### src/rtl/gray_counter_if.sv
// Control/status bundle for gray_counter: step and load controls in, count state out.
interface gray_counter_if #(
  parameter int unsigned WIDTH = 4
);
  logic             en;
  logic             up;
  logic             load;
  logic [WIDTH-1:0] load_bin;
  logic [WIDTH-1:0] bin;
  logic [WIDTH-1:0] gray;
  logic             wrap;
  logic             at_limit;

  modport master (
    output en, up, load, load_bin,
    input  bin, gray, wrap, at_limit
  );

  modport slave (
    input  en, up, load, load_bin,
    output bin, gray, wrap, at_limit
  );
endinterface

### src/rtl/gray_counter.sv
// Up/down binary counter with a registered reflected-binary Gray copy,
// optional saturation at the range ends and a one-cycle wrap pulse.
module gray_counter #(
  parameter int unsigned WIDTH    = 4,
  parameter bit          SATURATE = 1'b0
) (
  input logic           clk,
  input logic           rst_n,
  gray_counter_if.slave bus
);

  localparam logic [WIDTH-1:0] MaxVal = '1;

  logic [WIDTH-1:0] cnt_q, cnt_d;
  logic [WIDTH-1:0] g_q, g_d;
  logic             wrap_q, wrap_d;

  always_comb begin
    cnt_d  = cnt_q;
    wrap_d = 1'b0;
    if (bus.load) begin
      cnt_d = bus.load_bin;
    end else if (bus.en) begin
      if (bus.up) begin
        if (cnt_q != MaxVal) begin
          cnt_d = cnt_q + WIDTH'(1);
        end else if (!SATURATE) begin
          cnt_d  = '0;
          wrap_d = 1'b1;
        end
      end else begin
        if (cnt_q != '0) begin
          cnt_d = cnt_q - WIDTH'(1);
        end else if (!SATURATE) begin
          cnt_d  = MaxVal;
          wrap_d = 1'b1;
        end
      end
    end
    // Gray is registered from the next binary value so both outputs move together.
    g_d = cnt_d ^ (cnt_d >> 1);
  end

  always_ff @(posedge clk or negedge rst_n) begin
    if (!rst_n) begin
      cnt_q  <= '0;
      g_q    <= '0;
      wrap_q <= 1'b0;
    end else begin
      cnt_q  <= cnt_d;
      g_q    <= g_d;
      wrap_q <= wrap_d;
    end
  end

  assign bus.bin      = cnt_q;
  assign bus.gray     = g_q;
  assign bus.wrap     = wrap_q;
  assign bus.at_limit = bus.up ? (cnt_q == MaxVal) : (cnt_q == '0);

endmodule

### src/flat_wrapper.sv
// flat-port wrapper written by rule: the top's interface ports become plain ports
module gray_counter_flat 
#(
  parameter int unsigned WIDTH    = 4,
  parameter bit          SATURATE = 1'b0
)
  (clk, rst_n, bus_en, bus_up, bus_load, bus_load_bin, bus_bin, bus_gray, bus_wrap, bus_at_limit);
  gray_counter_if #(.WIDTH(WIDTH)) bus_i ();
  input logic clk;
  input logic rst_n;
  input wire logic [$bits(bus_i.en)-1:0] bus_en;
  input wire logic [$bits(bus_i.up)-1:0] bus_up;
  input wire logic [$bits(bus_i.load)-1:0] bus_load;
  input wire logic [$bits(bus_i.load_bin)-1:0] bus_load_bin;
  output wire logic [$bits(bus_i.bin)-1:0] bus_bin;
  output wire logic [$bits(bus_i.gray)-1:0] bus_gray;
  output wire logic [$bits(bus_i.wrap)-1:0] bus_wrap;
  output wire logic [$bits(bus_i.at_limit)-1:0] bus_at_limit;
  assign bus_i.en = bus_en;
  assign bus_i.up = bus_up;
  assign bus_i.load = bus_load;
  assign bus_i.load_bin = bus_load_bin;
  assign bus_bin = bus_i.bin;
  assign bus_gray = bus_i.gray;
  assign bus_wrap = bus_i.wrap;
  assign bus_at_limit = bus_i.at_limit;
  gray_counter #(.WIDTH(WIDTH), .SATURATE(SATURATE)) u_core (.clk(clk), .rst_n(rst_n), .bus(bus_i));
endmodule
### config.mk
export PLATFORM = sky130hd
export DESIGN_NAME = gray_counter_flat
export DESIGN_NICKNAME = d
export VERILOG_FILES = /design/src/rtl/gray_counter_if.sv /design/src/rtl/gray_counter.sv /design/src/flat_wrapper.sv
export SDC_FILE = /design/constraint.sdc
export NUM_CORES = 1
export LEC_CHECK = 0
export ABC_CLOCK_PERIOD_IN_PS = 2900
export CAP_MARGIN = 5
export CORE_MARGIN = 3
export CORE_UTILIZATION = 34
export CTS_CLUSTER_DIAMETER = 30
export DETAILED_ROUTE_END_ITERATION = 10
export GPL_TIMING_DRIVEN = 0
export HOLD_SLACK_MARGIN = 0.12
export RECOVER_POWER = 50
export SYNTH_ARGS = -nofsm -noshare
export SYNTH_HDL_FRONTEND = slang
export SYNTH_SLANG_ARGS = --single-unit
### constraint.sdc
create_clock -name clk -period 2.9 [get_ports clk]
set_clock_uncertainty 0.15 [all_clocks]
set_input_delay 0.58 -clock clk [delete_from_list [all_inputs] [get_ports clk]]
set_output_delay 0.58 -clock clk [all_outputs]
set_load 0.05 [all_outputs]
Word-level counts from Yosys, hierarchy flattened
Index checks and enable logic that the tools add are counted.
{ "op_classes": {"addsub": 2, "n_eq_ne": 2, "n_mux": 11, "bitwise": 1, "n_reduce_logical": 2} }
{ "op_table": {"columns": ["cell", "n"], "rows": [
  ["$mux W4", 5],
  ["$mux W1", 6],
  ["$add A4 B1 Y4 const B", 1],
  ["$eq A4 B4 Y1 const B", 1],
  ["$logic_not A4 Y1", 1],
  ["$ne A4 B4 Y1 const B", 1],
  ["$reduce_bool A4 Y1", 1],
  ["$sub A4 B1 Y4 const B", 1],
  ["$xor A4 B3 Y4", 1]
]} }
{ "word_totals": {"register_bits": 9, "inputBits": 9, "wordCells": 21} }

Depth between registers and ports, before layout
Gate-level depths: netlist of the first run.
{ "logic_depth": {"depth_word": 6, "mapped_depth": 6, "mapped_depth_nobuf": 6} }

Worst setup path before layout of the first run
Ideal clock, no wire load.
{ "synth_path": {"kind": "reg2out", "start": "register u_core.cnt_q[0] (netlist: u_core.bus.bin[0])", "end": "output port bus_at_limit", "arrival_ns": 1.684, "required_time_ns": 2.170, "slack_ns": 0.486, "stages_incl_launch_ff": 5, "n_path_buf": 0, "cell_sequence": "dfrtp_1 > inv_1 > ha_1 > nor4b_1 > nand2b_1"} }
{ "synth_between": {"elab_chain_cells": 2, "elab_cells_between_ends": 3, "cone_classes": "eq/ne (1); mux (1); reduce/logical (1)"} }
{ "synth_lines": {"columns": ["item", "line_no", "source"], "rows": [
  ["start: declaration", "gray_counter.sv:14", "logic [WIDTH-1:0] cnt_q, cnt_d;"],
  ["start signal: assignment", "gray_counter.sv:50", "cnt_q <= cnt_d;"],
  ["$eq A4 B4 Y1 / $logic_not A4 Y1 (equally long branches)", "gray_counter.sv:59", "assign bus.at_limit = bus.up ? (cnt_q == MaxVal) : (cnt_q == '0);"],
  ["$mux W1 (*)", "gray_counter.sv:59", null],
  ["end: declaration", "flat_wrapper.sv:18", "output wire logic [$bits(bus_i.at_limit)-1:0] bus_at_limit;"]
]} }
Every way passes the cells marked *; elsewhere a longest branch is shown, timed or not.

Worst setup path after layout of the first run
{ "layout_path": {"start": "input port bus_up", "end": "output port bus_at_limit"} }
{ "layout_between": {"elab_chain_cells": 1} }
{ "layout_lines": {"columns": ["item", "line_no", "source"], "rows": [
  ["start: declaration", "flat_wrapper.sv:12", "input wire logic [$bits(bus_i.up)-1:0] bus_up;"],
  ["$mux W1", "gray_counter.sv:59", null]
]} }
Every way passes these cells.

==> key figures, run 1 <==
Power and ir drop
  • Combinational power share: approximately half
  • Switching pwr: 0.203 mW
  • PwrDens: 640 mW/mm^2
  • VDD IR max: around 0.35 mV
  • Internal: 0.277 mW
  • Switching share of total power: 42.3%
  • Power, Total: about 0.48 mW
  • Seq pwr share: 31.7%
  • LEAKAGE: 0.326 nW
  • Clock power share: 16.9%

Critical path
  • WP data required: approximately 2.2 ns
  • Critical path's top delay family: buffers and inverters
  • Critical path depth in cells: 4
  • Critical-path top delay cell: clkdlybuf4s50_1
  • Crit path max fanout: 5
  • CP Cell Sequence: clkdlybuf4s50_1 -> nor4b_1 -> nand2b_1 -> clkbuf_2
  • Reg2Reg Depth: 6
  • Reg2Reg Setup Slack: about 1.1 ns
  • CP arrival: 1.90 ns
  • Reg-to-reg endpoint: u_core.bus.gray[1]
  • CP Capture Type: output port
  • Reg-to-reg startpoint: u_core.bus.bin[0]
  • Worst setup SP type: input pin
  • Bufs and invs on worst path: 2
  • Slowest stage delay, CP: roughly 0.51 ns
  • Critical path class: input pin to output port

Synthesis
  • Post-synth EDFFs: 0
  • Compound-cell area share of the yosys netlist: between 15 and 20%
  • Post-synthesis adder-cell area fraction: 4.60%
  • Syn Inst Count: 55
  • Asr flop ratio synth: between 90% and 100%
  • Synthesized cell area: between 500 and 600 sq um
  • Synth Flop Type: dfrtp_1
  • Warnings from Yosys: 0
  • Cell taking the most area after synthesis: dfrtp_1
  • Synth Register Bits: 8
  • Synth Area in XOR/XNOR: 4.83%
  • Share of the synthesized area in the top cell type: between 30% and 40%
  • Post-synthesis cell type count: 28
  • Largest family of logic cells by synthesized area: simple AND/OR/NAND/NOR gates
  • Synth Area in Simple Gates: about a fifth
  • Syn_area_per_cell: roughly 10 sq um
  • Register area share after synthesis: between 30 and 40%
  • Syn nets: 66
  • Post-synthesis mux area share: roughly 7.4%
  • Top cells by area, synth: dfrtp_1 (37%), mux2i_1 (7.4%), nor3b_1 (5.5%)

Routing
  • WL per Instance: 12.5 um
  • DRC: 0
  • Via density: between 5 and 6
  • Vias: 470
  • Post-route ant nets: 0
  • Number of iterations in the first detailed-routing pass: 3
  • Detailed Route Iter0 Violations: 7
  • Wirelength, routed: approximately 1100 um

Floorplanning
  • Total core area: about 0.0014 sq mm
  • Die H: approximately 46 um
  • I/O Pins: 19
  • Rows: 13
  • Initial core utilization: just under 40%
  • Die ar.: 0.00212 sq mm
  • Die X: between 40 and 50 um

Global routing
  • Initial antenna violation count: 0
  • Global route hottest layer: met2
  • Met3 Use GR: 7.51%
  • GRT Total Usage: about an eighth
  • First-pass GRT wire length: 1930 um
  • GRT overflow: 0
  • Grt met1 use: between 10% and 20%
  • Vias in the first global route: between 400 and 500
  • M2 GR Usage: roughly a fifth
  • Largest net degree at the start of global routing: 11

Clock tree
  • Clk_lat worst skew: around 0.25 ns
  • TritonCTS Buffers: 3
  • Worst-path clk slew: approximately 0.05 ns
  • Post-cts hold buffer count: 0
  • Max Root-Sink Buffers: 2
  • H-tree depth: 1
  • Clk sink count: 8
  • Clk root buf: clkbuf_4
  • Post CTS Setup Buffer Count: 0
  • CTS tree: built

Timing
  • Final worst slack: between 0.2 and 0.3 ns
  • Slew headroom: between 60 and 70%
  • RSZ-0062 raised after global routing: no
  • Setup Viol. Count Final: 0
  • Fin. max-slew vios: 0
  • Worst-margin pin slew: roughly 0.5 ns
  • Tmin final: 2.63 ns
  • Fin. Hold Viols: 0
  • F_max: between 300 and 400 MHz
  • Final period util: about nine tenths

Finish
  • Syn-to-layout area delta: 37.9%
  • Nets@finish: 88
  • Finished layout cell area: 751 sq um
  • Antenna diodes: 0
  • Non-Filler Instances: 90
  • Share of layout cells above drive strength 1: 13.3%

Status
  • Status: finished, final reports clean

Min path
  • Worst hold path type: input pin to asynchronous set/reset pin

Place
  • Post-DP HPWL: ~880 um
  • Placed cells: 87
  • Post-Place Worst Slack: -0.256 ns
  • IO buf count: 17
  • Area after DPL: about 730 sq um
  • Routability Congestion: a little under 0.7

Flow run
  • Max-cap violations: 0
-- flip-flops by register name (all words and copies together), names as in the netlist --
register,flops
u_core.bus.wrap,1
u_core.bus.gray,3
u_core.bus.bin,4
-- area by class of cell --
type	instances	area, sq um
Tap cell	15	18.8
Timing Repair Buffer	17	165
Buffer	4	26.3
Fill cell	133	648
Sequential cell	8	200
Clock buffer	3	22.5
Inverter	5	18.8
Multi-Input combinational cell	38	299
-- power by group through the flow --
stage	Combinational [mW]	Clock [mW]	Sequential, mW
4_1_cts	0.251	0.0860	0.153
3_3_place_gp	0.250	0	0.155
2_1_floorplan	0.0961	0	0.230
5_1_grt	0.265	0.0911	0.156
6_report	0.247	0.0813	0.152
3_5_place_dp	0.251	0	0.154
-- logic make-up after synthesis --
family,Yosys count
AOI/OAI and AO/OA,12
xor gates and xnor gates,3
adders and majority gates,2
buffers and inverters,9
DFF,8
muxes,4
and+or+nand+nor,17
-- Yosys cell counts, drive strengths merged (2+ instances only) --
master / number
a21oi: 5
buf: 2
clkbuf: 2
dfrtp: 8
ha: 2
inv: 5
mux2i: 4
nand2b: 3
nand4: 2
nor2b: 2
nor3b: 4
xnor2: 2
-- worst reg2reg max path: stages, from the launching register on --
cell and delay, ns:
dfrtp_1 0.49, inv_1 0.10, ha_1 0.25, mux2i_1 0.18, mux2i_1 0.30, nand2_1 0.13
xnor2_1 0.14
-- metrics by stage --
step | utilization, % | TNS, ns | hold WS (ns)
after floorplan | - | 0 | 0.134
after global placement | 52.4 | -0.280 | 0.646
after detailed placement | 52.4 | -0.256 | 0.642
after CTS | 53.9 | 0 | 0.468
after global routing | 53.7 | 0 | 0.552
final | 53.7 | 0 | 0.527
-- metal layers --
layer | routed length, um | part of all wire, % | vias up
met2 | 523 | 46 | 15
met4 | 0 | 0 | 0
met1 | 515 | 46 | 217
met5 | 0 | 0 | -
li1 | - | - | 238
met3 | 86 | 7.6 | 0
-- how the worst max path moves through the flow --
stage	from	end	slack (ns)
finish	bus_up	bus_at_limit	0.27
global route	bus_up	bus_at_limit	0.14
CTS	bus_up	bus_at_limit	0.005
global placement	bus_up	bus_at_limit	-0.28
floorplan	u_core.bus.bin[0]	bus_at_limit	0.49
detailed placement	bus_up	bus_at_limit	-0.26
-- cell usage in the layout (no fill, tap or decap), types with 2 or more instances in the layout --
| cell type | synthesis | routed |
|---|---|---|
| xnor2_1 | 2 | 2 |
| nor2b_1 | 2 | 2 |
| dlygate4sd3_1 | 0 | 2 |
| clkbuf_4 | 0 | 3 |
| nor3b_1 | 4 | 4 |
| ha_1 | 2 | 2 |
| dfrtp_1 | 8 | 8 |
| a21oi_1 | 4 | 4 |
| clkdlybuf4s50_1 | 0 | 14 |
| mux2i_1 | 4 | 4 |
| clkbuf_1 | 2 | 2 |
| nand4_1 | 2 | 2 |
| nand2b_1 | 3 | 3 |
| inv_1 | 5 | 5 |
-- timing repair --
item | CTS | global route
endpoints found under the setup margin | 1 | 1
hold endpoints to repair | 0 | 0
resized for setup | 1 | 2
(Power assumes the default switching activity.)
==> run 2: changes to the inputs <==
Settings changed: CAP_MARGIN 5 to unset.
==> results of run 2 <==
The final DEF is identical to that of run 1; final timing and power are the same.
